[config.mk]
export PLATFORM = sky130hd
export DESIGN_NAME = vga_timing_gen
export DESIGN_NICKNAME = d
export VERILOG_FILES = /design/src/rtl/vga_pkg.sv /design/src/rtl/vga_axis_fsm.sv /design/src/rtl/vga_timing_gen.sv
export SDC_FILE = /design/constraint.sdc
export NUM_CORES = 1
export LEC_CHECK = 0
export ABC_AREA = 1
export CORE_UTILIZATION = 30
export DETAILED_ROUTE_END_ITERATION = 8
export GPL_TIMING_DRIVEN = 0
export PLACE_DENSITY = 0.58
export SLEW_MARGIN = 0
export SYNTH_ARGS = -nofsm -noshare
export SYNTH_HDL_FRONTEND = slang
export SYNTH_SLANG_ARGS = --single-unit
[constraint.sdc]
create_clock -name clk -period 2 [get_ports clk]
set_input_delay 0.6 -clock clk [delete_from_list [all_inputs] [get_ports clk]]
set_output_delay 0.6 -clock clk [all_outputs]
set_load 0.02 [all_outputs]
[src/rtl/vga_pkg.sv]
// Shared raster phase encoding and default 640x480@60 timing.
// Constants only; no logic, no latency, no flow control.
package vga_pkg;

    typedef enum logic [1:0] {
        PH_ACTIVE,
        PH_FRONT,
        PH_SYNC,
        PH_BACK
    } phase_t;

    localparam int VGA_H_ACTIVE = 640;
    localparam int VGA_H_FP     = 16;
    localparam int VGA_H_SYNC   = 96;
    localparam int VGA_H_BP     = 48;
    localparam int VGA_V_ACTIVE = 480;
    localparam int VGA_V_FP     = 10;
    localparam int VGA_V_SYNC   = 2;
    localparam int VGA_V_BP     = 33;
    localparam logic VGA_SYNC_POL = 1'b0;
    localparam int VGA_COORD_W  = 10;

endpackage

[src/rtl/vga_axis_fsm.sv]
// One raster axis: position counter plus ACTIVE/FRONT/SYNC/BACK phase tracker.
// Registered outputs update on the edge where en=1; en=0 freezes all state.
module vga_axis_fsm
    import vga_pkg::*;
#(
    parameter int ACTIVE = 640,
    parameter int FP     = 16,
    parameter int SYNC   = 96,
    parameter int BP     = 48,
    parameter int CW     = 10
) (
    input  logic          clk,
    input  logic          reset,
    input  logic          en,
    output logic [CW-1:0] count,
    output phase_t        phase,
    output logic          wrap,
    output logic          sync_active
);

    localparam int TOTAL = ACTIVE + FP + SYNC + BP;
    localparam logic [CW-1:0] TOT_M1 = CW'(TOTAL - 1);
    localparam logic [CW-1:0] ACT_M1 = CW'(ACTIVE - 1);
    localparam logic [CW-1:0] FP_M1  = CW'(FP - 1);
    localparam logic [CW-1:0] SY_M1  = CW'(SYNC - 1);
    localparam logic [CW-1:0] BP_M1  = CW'(BP - 1);

    generate
        if (ACTIVE < 1 || FP < 1 || SYNC < 1 || BP < 1) begin : g_bad_len
            $error("vga_axis_fsm: every phase length must be at least 1");
        end
        if (TOTAL > 2**CW) begin : g_bad_width
            $error("vga_axis_fsm: count width too small for axis total");
        end
    endgenerate

    logic [CW-1:0] pcnt;

    assign wrap = en & (count == TOT_M1);

    // pcnt counts down the pixels/lines left in the current phase
    always_ff @(posedge clk or negedge reset) begin
        if (!reset) begin
            count       <= '0;
            phase       <= PH_ACTIVE;
            pcnt        <= ACT_M1;
            sync_active <= 1'b0;
        end else if (en) begin
            count <= (count == TOT_M1) ? '0 : count + CW'(1);
            if (pcnt != '0) begin
                pcnt <= pcnt - CW'(1);
            end else begin
                case (phase)
                    PH_ACTIVE: begin
                        phase <= PH_FRONT;
                        pcnt  <= FP_M1;
                    end
                    PH_FRONT: begin
                        phase       <= PH_SYNC;
                        pcnt        <= SY_M1;
                        sync_active <= 1'b1;
                    end
                    PH_SYNC: begin
                        phase       <= PH_BACK;
                        pcnt        <= BP_M1;
                        sync_active <= 1'b0;
                    end
                    default: begin
                        phase <= PH_ACTIVE;
                        pcnt  <= ACT_M1;
                    end
                endcase
            end
        end
    end

endmodule

[src/rtl/vga_timing_gen.sv]
// VGA raster timing from a pixel-rate enable: coordinates, syncs, visible window, line/frame strobes.
// Outputs change on the edge of a pix_en step (1 clk); pix_en=0 holds every output.
module vga_timing_gen
    import vga_pkg::*;
#(
    parameter int   H_ACTIVE = VGA_H_ACTIVE,
    parameter int   H_FP     = VGA_H_FP,
    parameter int   H_SYNC   = VGA_H_SYNC,
    parameter int   H_BP     = VGA_H_BP,
    parameter int   V_ACTIVE = VGA_V_ACTIVE,
    parameter int   V_FP     = VGA_V_FP,
    parameter int   V_SYNC   = VGA_V_SYNC,
    parameter int   V_BP     = VGA_V_BP,
    parameter logic SYNC_POL = VGA_SYNC_POL,
    parameter int   XW       = VGA_COORD_W,
    parameter int   YW       = VGA_COORD_W
) (
    input  logic          clk,
    input  logic          reset,
    input  logic          pix_en,
    output logic [XW-1:0] x,
    output logic [YW-1:0] y,
    output logic          video_on,
    output logic          hsync,
    output logic          vsync,
    output logic          line_start,
    output logic          frame_start
);

    phase_t h_phase;
    phase_t v_phase;
    logic   h_wrap;
    logic   v_wrap;
    logic   h_sync_act;
    logic   v_sync_act;

    vga_axis_fsm #(
        .ACTIVE(H_ACTIVE), .FP(H_FP), .SYNC(H_SYNC), .BP(H_BP), .CW(XW)
    ) u_h_axis (
        .clk        (clk),
        .reset      (reset),
        .en         (pix_en),
        .count      (x),
        .phase      (h_phase),
        .wrap       (h_wrap),
        .sync_active(h_sync_act)
    );

    // vertical axis steps once per completed line
    vga_axis_fsm #(
        .ACTIVE(V_ACTIVE), .FP(V_FP), .SYNC(V_SYNC), .BP(V_BP), .CW(YW)
    ) u_v_axis (
        .clk        (clk),
        .reset      (reset),
        .en         (h_wrap),
        .count      (y),
        .phase      (v_phase),
        .wrap       (v_wrap),
        .sync_active(v_sync_act)
    );

    assign hsync    = h_sync_act ? SYNC_POL : ~SYNC_POL;
    assign vsync    = v_sync_act ? SYNC_POL : ~SYNC_POL;
    assign video_on = (h_phase == PH_ACTIVE) && (v_phase == PH_ACTIVE);

    always_ff @(posedge clk or negedge reset) begin
        if (!reset) begin
            line_start  <= 1'b0;
            frame_start <= 1'b0;
        end else begin
            line_start  <= h_wrap;
            frame_start <= v_wrap;
        end
    end

endmodule

---- Word level (Yosys, flattened, before mapping) ----
Index checks and enable logic that the tools add are counted.
Widths: inputs -> output; s select.
storage, ports and cells
  bits in writable memories ............... 0
  word-level logic and storage cells ...... 47
  output and inout port bits .............. 25
  memories kept ........................... 0
  flip-flop bits (word level) ............. 48
  memory bits (read-only) ................. 0
  bits in latches ......................... 0
cells by class
  multipliers ............................. 0
  equal/unequal tests ..................... 6
  bitwise operators ....................... 4
  shifts and indexed selects .............. 0
  mux-type cells .......................... 12
  add/sub/neg operators ................... 4
  reductions and logical operators ........ 11
  divide/modulo/power cells ............... 0
  $lt $le $gt $ge ......................... 0
operators by type and width
  kind                   count
  $mux 10                4
  $pmux 10 s3            1
  $pmux 9 s3             1
  $add 10x1->10 const B  2
  $eq 10x10->1 const B   2
  $reduce_bool 10->1     2
  $sub 10x1->10 const B  2
  $pmux 2 s3             2
  $reduce_and 3->1       2
  $eq 2x1->1 const B     2
  $eq 2x2->1 const B     2
  $logic_not 2->1        2
  $pmux 1 s2             2
  $reduce_and 2->1       2
  $reduce_bool 2->1      2
  $and 1x1->1            2
  $mux 1                 2
  $not 1->1              2
  $logic_and 1x1->1      1

---- Longest topological paths before layout ----
Gate-level depths: netlist of the first run.
  depth in word-level cells ............... 3
  mapped depth ............................ 10
  gate-level depth less buffers ........... 10

---- Modules after synthesis ----
Synthesis of the first run repeated with hierarchy kept, for this count alone.
second synthesis, totals
  cell total of the unflattened synthesis .. 370
  area total of the unflattened synthesis .. 2,916.5 um^2
by module, submodules not included
  module                   area an instance (um^2)  cells each  instances
  vga_axis_fsm (u_v_axis)  1,417.6                  177         1
  vga_axis_fsm (u_h_axis)  1,415.1                  182         1
  vga_timing_gen           83.8                     11          1

---- Worst setup path after synthesis of the first run ----
Ideal clock, no wire load.
  kind .................................... reg-to-reg
  from .................................... register u_h_axis.count[1]
  to ...................................... register u_v_axis.pcnt[5]
  cell stages (with the launch flop) ...... 8
  arrival time ............................ 1.448 ns
  path slack .............................. 0.431 ns
  path buffers ............................ 1
  cells stage by stage .................... dfrtp_1 ha_1 nand2_1 nor2_2 nand4_2 buf_2 o21ai_0 nand2_1
between the ends
  cells in the longest elaborated chain, start to end .. 2
ends and longest elaborated chain
  item                    line                source
  from (decl)             vga_axis_fsm.sv:15  output logic [CW-1:0] count,
  from (signal assigned)  vga_axis_fsm.sv:49  count <= (count == TOT_M1) ? '0 : count + CW'(1);
  $eq 10x10->1            vga_axis_fsm.sv:39  assign wrap = en & (count == TOT_M1);
  $and 1x1->1             vga_axis_fsm.sv:39
  to (signal assigned)    vga_axis_fsm.sv:51  pcnt <= pcnt - CW'(1);
  to (decl)               vga_axis_fsm.sv:37  logic [CW-1:0] pcnt;
No other way between the ends.
A chain may end at the register's enable or synchronous reset.

---- Final worst setup path of the first run ----
  from .................................... register u_h_axis.sync_active
  to ...................................... output hsync
between the ends
  cells in the longest elaborated chain, start to end .. 1
ends and longest elaborated chain
  item                    line                  source
  from (decl)             vga_axis_fsm.sv:18    output logic sync_active
  from (signal assigned)  vga_axis_fsm.sv:47    sync_active <= 1'b0;
  from (signal assigned)  vga_axis_fsm.sv:61    sync_active <= 1'b1;
  from (signal assigned)  vga_axis_fsm.sv:66    sync_active <= 1'b0;
  $mux 1                  vga_timing_gen.sv:62  assign hsync = h_sync_act ? SYNC_POL : ~SYNC_POL;
  to (decl)               vga_timing_gen.sv:24  output logic hsync,
No other way between the ends.

==> run metrics, run 1 <==
min cycle time layout 1.92 ns; RSZ-0062 raised after global routing false; Post-DRT Antenna Nets 0; fraction of layout cells with a size suffix above 1 0.132; floorplan row count 35; fmax 520 MHz; TNS Setup 0 ns; largest family of logic cells by synthesized area simple AND/OR/NAND/NOR gates; ANT cells 0; global route overflow 0; total power 2.99 mW; CP max FO 2; full die area 0.0101 mm^2; Post-synth ARST share 1.00; post-synthesis adder-cell area fraction 0.0561; Ys Warns 0; FILL cells 999; Cell Area, Synth 0.00290 mm^2; vias in the first global route 2339; multi-input logic area 0.00145 mm^2; Worst Path Required 1.40 ns; GRT Util Overall 0.133; CTS Buf Count 5; WL final 6.12 mm; Register Area 0.00122 mm^2; worst path bufs/invs 2; area share of the largest cell type after synthesis 0.276; Critical Path AT 1.32 ns; Final Hold Fails 0; Post-Syn Instances 380; hold buffers post-CTS 0; Tightest Pin Transition 0.421 ns; CTS tree done; worst skew pair latency 0.30 ns; Pwr Density 864 mW/mm^2; clk sink count 48; hold crit path type in2async; drt drc 0; Cell Area, Placed 0.00334 mm^2; Layout area overhead 19.5%; run status completed; max-cap violations 0; routed vias 2488; Slowest-stage cell, CP clkdlybuf4s50_1; simple-gate share of the synthesized area 0.333; post-route design area 0.00346 mm^2; period utilisation layout 0.961; area leader, netlist dfrtp_1; First-pass DRT Iterations 4; clock slew at reported path FFs 0.10 ns; DIE WIDTH 100 um; Max H-tree Level 2; I/O pin cnt 28; count of non-filler cells in the finished layout 546; leading post-synthesis cells by cell area dfrtp_1 28%, dfstp_2 14%, nand2_1 14%; DP Cell Count 536; Top Family by Delay on Critical Path buffers and inverters; Starting Density 0.312; crit path capture type output port; Max clock buf depth 2; xor and xnor area share after synthesis 0.0423; Post-synth EDFFs 0; nets 432; initial antenna violation count 0; gpl congestion 0.797; post-synthesis compound-gate area fraction 0.0695; endpoints failing setup 0; synth unique cells 36; total nets after synthesis 396; core area 0.00928 mm^2; pin count of the biggest net entering global routing 37; Leakage Power 1.79 nW; global-route wire length before repair 10.7 mm; Yosys reg bits 48; post-synthesis mux area share 0; nature of the critical path startpoint register; IR drop worst, VDD 0.425 mV; DR vias/cell 4.56; Seq/Total Area, Yosys 0.421; Die H 100 um; ys flop type dfrtp_1; Root Buffer clkbuf_8; Port Buf Inserts 26; Syn Area/Cell 7.63 um^2; skew final 0.0115 ns; relative slew slack 0.719; critical path type reg2out; post-DP HPWL 4.47 mm; DRT iter0 DRCs 102; crit-path cells inv_1 > clkdlybuf4s50_1; Max Slew Vio Count 0; Crit path largest cell delay 0.59 ns; wire length per cell 11.2 um
[stage by stage]
step                hold slack (ns)  utilization  setup slack, ns
floorplan                     0.304            -            0.431
global placement              0.459        0.358            -1.17
detailed placement            0.459        0.359        -0.000762
CTS                           0.184        0.368         0.000519
global route                  0.179        0.373         0.000888
finish                        0.177        0.373           0.0783
[final cells by class]
type,count,share of cell area
Multi-Input combinational cell,277,0.420
Tap cell,129,0.0466
Clock buffer,5,0.0199
Inverter,49,0.0531
Buffer,6,0.0126
Timing Repair Buffer,29,0.0903
Sequential cell,48,0.352
Clock inverter,3,0.00542
[worst register-to-register path: stages (launching register included)]
cell	delay [ns]
dfstp_2	0.38
inv_1	0.15
ha_1	0.32
nand2_2	0.12
nor2_4	0.19
nand2_4	0.08
buf_6	0.15
nor2_4	0.08
nand2_2	0.06
nand2_1	0.08
o21ai_2	0.05
[repair_timing]
item,CTS,global route
endpoints found under the setup margin,7,15
resized for setup,10,16
cloned,0,0
buffers inserted,0,2
[where the power goes]
| part | switching, mW | internal [mW] | total [mW] |
|---|---|---|---|
| logic | 0.595 | 0.392 | 0.988 |
| registers | 0.203 | 1.22 | 1.42 |
| clock network | 0.338 | 0.245 | 0.583 |
[routing by layer]
| metal | GRT usage | up-vias | part of all wire |
|---|---|---|---|
| met5 | 0 | - | 0 |
| met2 | 0.222 | 42 | 0.47 |
| met1 | 0.175 | 1173 | 0.49 |
| met4 | 0.0301 | 0 | 0.0070 |
| met3 | 0.0279 | 4 | 0.035 |
| li1 | - | 1269 | - |
[cells in the final DEF, fill, tap and decap left out, types with 2 or more instances in the layout]
master / instances
dfstp_2: 16
nand2_1: 106
or2_2: 2
clkdlybuf4s50_1: 4
buf_6: 2
o21ai_0: 18
nand2_2: 4
a21boi_1: 3
a21oi_1: 6
nand3b_1: 2
nor2_1: 43
nand4_1: 8
ha_1: 12
o21a_1: 2
o21ai_1: 3
dlygate4sd2_1: 6
clkinv_2: 2
nor2_4: 4
nor3_1: 2
dfrtp_1: 32
nor2_2: 5
buf_4: 3
dlymetal6s2s_1: 14
xnor2_1: 5
buf_2: 4
inv_1: 48
a31oi_1: 2
clkbuf_8: 5
nand3_1: 30
xor2_1: 9
[registers in the layout, summed over array words and instances, names as in the netlist]
signal	flops
u_h_axis.phase	2
u_v_axis.sync_active	1
frame_start	1
u_v_axis.pcnt	10
u_h_axis.sync_active	1
line_start	1
u_h_axis.pcnt	10
u_v_axis.count	10
u_v_axis.phase	2
u_h_axis.count	10
[cells by family after synthesis]
group | Yosys count
flip-flops | 48
adder cells (fa/ha/maj) | 13
AO/OA/AOI/OAI | 36
XOR/XNOR | 14
AND/OR/NAND/NOR | 214
buffers and inverters | 55
[final timing paths]
kind | to | from | slack [ns] | cells after the start
min reg2reg | u_v_axis.pcnt[0] | u_v_axis.pcnt[0] | 0.47 | 2
max in group asynchronous | u_v_axis.pcnt[3] | reset | 1.24 | 2
max reg2reg | u_v_axis.sync_active | u_v_axis.pcnt[0] | 0.24 | 10
min in group clk | u_v_axis.pcnt[0] | u_v_axis.pcnt[0] | 0.47 | 2
min | u_v_axis.count[6] | reset | 0.18 | 1
max | hsync | u_h_axis.sync_active | 0.08 | 2
[cells in the mapped netlist, types with 3 or more instances]
| master | n |
|---|---|
| a21boi_1 | 3 |
| nor2_1 | 43 |
| inv_1 | 49 |
| dfstp_2 | 16 |
| xnor2_1 | 5 |
| nand2_2 | 4 |
| xor2_1 | 9 |
| nor2_2 | 5 |
| nor2_4 | 4 |
| nand4_1 | 8 |
| o21ai_1 | 3 |
| a21oi_1 | 6 |
| nand2_1 | 106 |
| o21ai_0 | 18 |
| dfrtp_1 | 32 |
| ha_1 | 13 |
| nand3_1 | 30 |
(Power assumes the default switching activity.)
==> run 2: changes to the inputs <==
- ABC_AREA: 1 -> unset
- PLACE_DENSITY: 0.58 -> 0.59
==> run 2 against run 1 <==
  * Combinational power decreased by 34%
  * Non-clock buffer count increased by 8
  * Count of clock-buffer cells in the layout increased by 1
  * Sequential share of layout area increased by 2.0 points
  * Final cell count decreased by 25%
  * Global-route usage increased by 0.19 points
  * Routed wire length decreased by 12%
  * Die area decreased by 9.9%
  * Largest power group unchanged
==> run metrics, run 2 <==
R2R depth 5 (-5); drt drc 0 (unchanged); DRT iter0 DRCs 82 (-20%); Sw Ratio 0.305 (-0.0747); CTS tree done; Seq/Total Area, Yosys 0.468 (+0.0473); switching power 0.872 mW (-23%); Leakage Power 1.55 nW (-13%); period utilisation layout 0.966 (+0.00501); Slowest-stage cell, CP clkdlybuf4s50_1; reg2reg setup slack 0.11 ns (-0.13 ns); total nets after synthesis 273 (-31%); RR Startpoint u_v_axis.pcnt[5]; global route overflow 0 (unchanged); Worst Path Required 1.40 ns (about the same); area leader, netlist dfrtp_1; Final Hold Fails 0 (unchanged); Critical Path AT 1.33 ns (about the same); Cell Area, Placed 0.00302 mm^2 (-9.4%); combinational share of power 0.230 (-0.100); Layout area overhead 25.8%; ANT cells 0 (unchanged); clock share of power 0.289 (+0.094); crit-path cells clkdlybuf4s50_1; skew final 0.0104 ns (-0.00117 ns); IR drop worst, VDD 0.486 mV (+14%); full die area 0.00907 mm^2 (-9.9%); final worst slack 0.0683 ns (-0.0100 ns); Top Family by Delay on Critical Path buffers and inverters; vias in the first global route 2083 (-11%); GRT Util Overall 0.135 (+0.00189); Port Buf Inserts 27 (+3.8%); Max H-tree Level 2 (unchanged); min cycle time layout 1.93 ns (+0.0100 ns); Pwr Density 871 mW/mm^2 (+0.86%); Starting Density 0.314 (+0.00179); Yosys reg bits 48 (unchanged); DR vias/cell 5.06 (+11%); Die H 95.2 um (-5.1%); Ys Warns 0 (unchanged); Post-Syn Instances 257 (-32%); initial antenna violation count 0 (unchanged); count of non-filler cells in the finished layout 407 (-25%); Sequential Power Share 0.481 (+0.006); Max Slew Vio Count 0 (unchanged); leading post-synthesis cells by cell area dfrtp_1 31%, dfstp_2 16%, ha_1 6.2%; CP max FO 4 (+2); First-pass DRT Iterations 4 (unchanged); WL final 5.39 mm (-12%); worst path bufs/invs 1 (-1); critical path type reg2out; fmax 518 MHz (-0.52%); Post-synth ARST share 1.00 (unchanged); global-route wire length before repair 9.67 mm (-10%); nature of the critical path startpoint register; TNS Setup 0 ns (unchanged); run status completed; Max clock buf depth 2 (unchanged); wire length per cell 13.2 um (+18%); Post-synth top cells 32 x dfrtp_1, 22 x nor2_1, 18 x inv_1, 18 x nand3_1, 16 x dfstp_2; nets 317 (-27%); Post-DRT Antenna Nets 0 (unchanged); clock slew at reported path FFs 0.09 ns (about the same); Cell Area, Synth 0.00261 mm^2 (-10%); Reg-to-Reg End u_v_axis.pcnt[5]; Core Util, Final 0.395 (+0.0221); DIE WIDTH 95.2 um (-5.1%); Syn Area/Cell 10.1 um^2 (+33%); hold buffers post-CTS 0 (unchanged); FILL cells 829 (-17%); worst skew pair latency 0.30 ns (about the same); post-route design area 0.00328 mm^2 (-5.3%); I/O pin cnt 28 (unchanged); most common cell after layout, fill and taps aside dfrtp_1; most frequent cells in the layout 32 x dfrtp_1, 22 x nor2_1, 18 x nand3_1, 16 x dfstp_2; area share of the largest cell type after synthesis 0.307 (+0.0310); Crit path largest cell delay 0.63 ns (+0.04 ns); fraction of layout cells with a size suffix above 1 0.205 (+0.0734); floorplan row count 33 (-5.7%); count leader, synth dfrtp_1; gpl congestion 0.767 (-3.7%); clk sink count 48 (unchanged); RSZ-0062 raised after global routing false; routed vias 2058 (-17%); Tightest Pin Transition 0.677 ns (+0.256 ns); CTS Buf Count 5 (unchanged); endpoints failing setup 0 (unchanged); Root Buffer clkbuf_8; synth unique cells 54 (+50%); pre-CTS WS -0.713 ns (-0.713 ns); core area 0.00830 mm^2 (-11%); pin count of the biggest net entering global routing 31 (-16%); DP Cell Count 390 (-27%); relative slew slack 0.545 (-0.174); post-DP HPWL 3.86 mm (-14%); Internal Power 1.99 mW (+7.0%); max-cap violations 0 (unchanged); hold crit path type in2async; crit path capture type output port; ys flop type dfrtp_1; Post-synth EDFFs 0 (unchanged)
## run 2: cell types whose count changed in the layout (fill, tap and decap cells not counted), moves of 5 or more
cell     before  now
nand2_1     106   15
inv_1        48   15
nor2_1       43   22
nand3_1      30   18
o21ai_0      18    6
mux2i_1       0    9
buf_4         3   10
and3_1        1    7
mux2_2        0    6
nor3_1        2    8
xor2_1        9    3
nor2_2        5    0
xnor2_1       5   10
## run 2: area by class of cell
class                      instances  area, um^2  area share
buffer                             5        28.8     0.00877
clock buffer                       6        72.6      0.0221
clock inverter                     2        60.1      0.0183
inverter                          18        67.6      0.0206
multi-input combinational        185        1320       0.404
sequential                        48        1220       0.372
tap                              105         131      0.0400
timing repair buffer              38         375       0.114
## run 2: logic make-up (layout without fill, tap and decap cells)
logic type	count (synthesis)	count (layout)	synth area share
flops	48	48	0.468
mux	16	16	0.0648
simple gates	109	109	0.235
xor+xnor	13	13	0.0437
compound gates	34	34	0.0897
fa+ha+maj	13	13	0.0624
buf+inv	24	69	0.0365
## run 2: how the worst max path moves through the flow
stage | to | cells after the start | startpoint | slack (ns)
6_report | y[8] | 1 | u_v_axis.count[8] | 0.07
2_1_floorplan | u_v_axis.pcnt[3] | 7 | u_v_axis.pcnt[0] | 0.04
4_1_cts | y[2] | 1 | u_v_axis.count[2] | 0.01
3_3_place_gp | u_v_axis.count[2] | 1 | reset | -1.14
5_1_grt | hsync | 2 | u_h_axis.sync_active | 0.004
3_5_place_dp | u_v_axis.phase[1] | 7 | pix_en | -0.71
## run 2: through the flow
step | hold WS [ns] | power [mW]
6_report | 0.257 | 2.86
5_1_grt | 0.272 | 3.05
4_1_cts | 0.261 | 2.89
3_5_place_dp | 0.490 | 2.06
3_3_place_gp | 0.490 | 2.04
2_1_floorplan | 0.304 | 1.80
## run 2: power by group through the flow
stage	Combinational (mW)	Clock [mW]	Sequential (mW)
after global placement	0.643	0	1.39
after floorplan	0.381	0	1.42
final	0.657	0.827	1.37
after global routing	0.746	0.893	1.41
after CTS	0.656	0.855	1.38
after detailed placement	0.666	0	1.40
## run 2: routing by layer
layer	GRT usage	up-vias	routed length, um
met4	0.0417	0	58
met1	0.183	1008	2690
li1	-	1002	-
met5	0	-	0
met2	0.216	43	2470
met3	0.0239	5	170
## run 2: what timing repair did
item	4_1_cts	5_1_grt
endpoints found under the setup margin	31	21
setup buffers	9	1
gates cloned	0	0
gates resized for setup	24	13
pin swaps	3	2
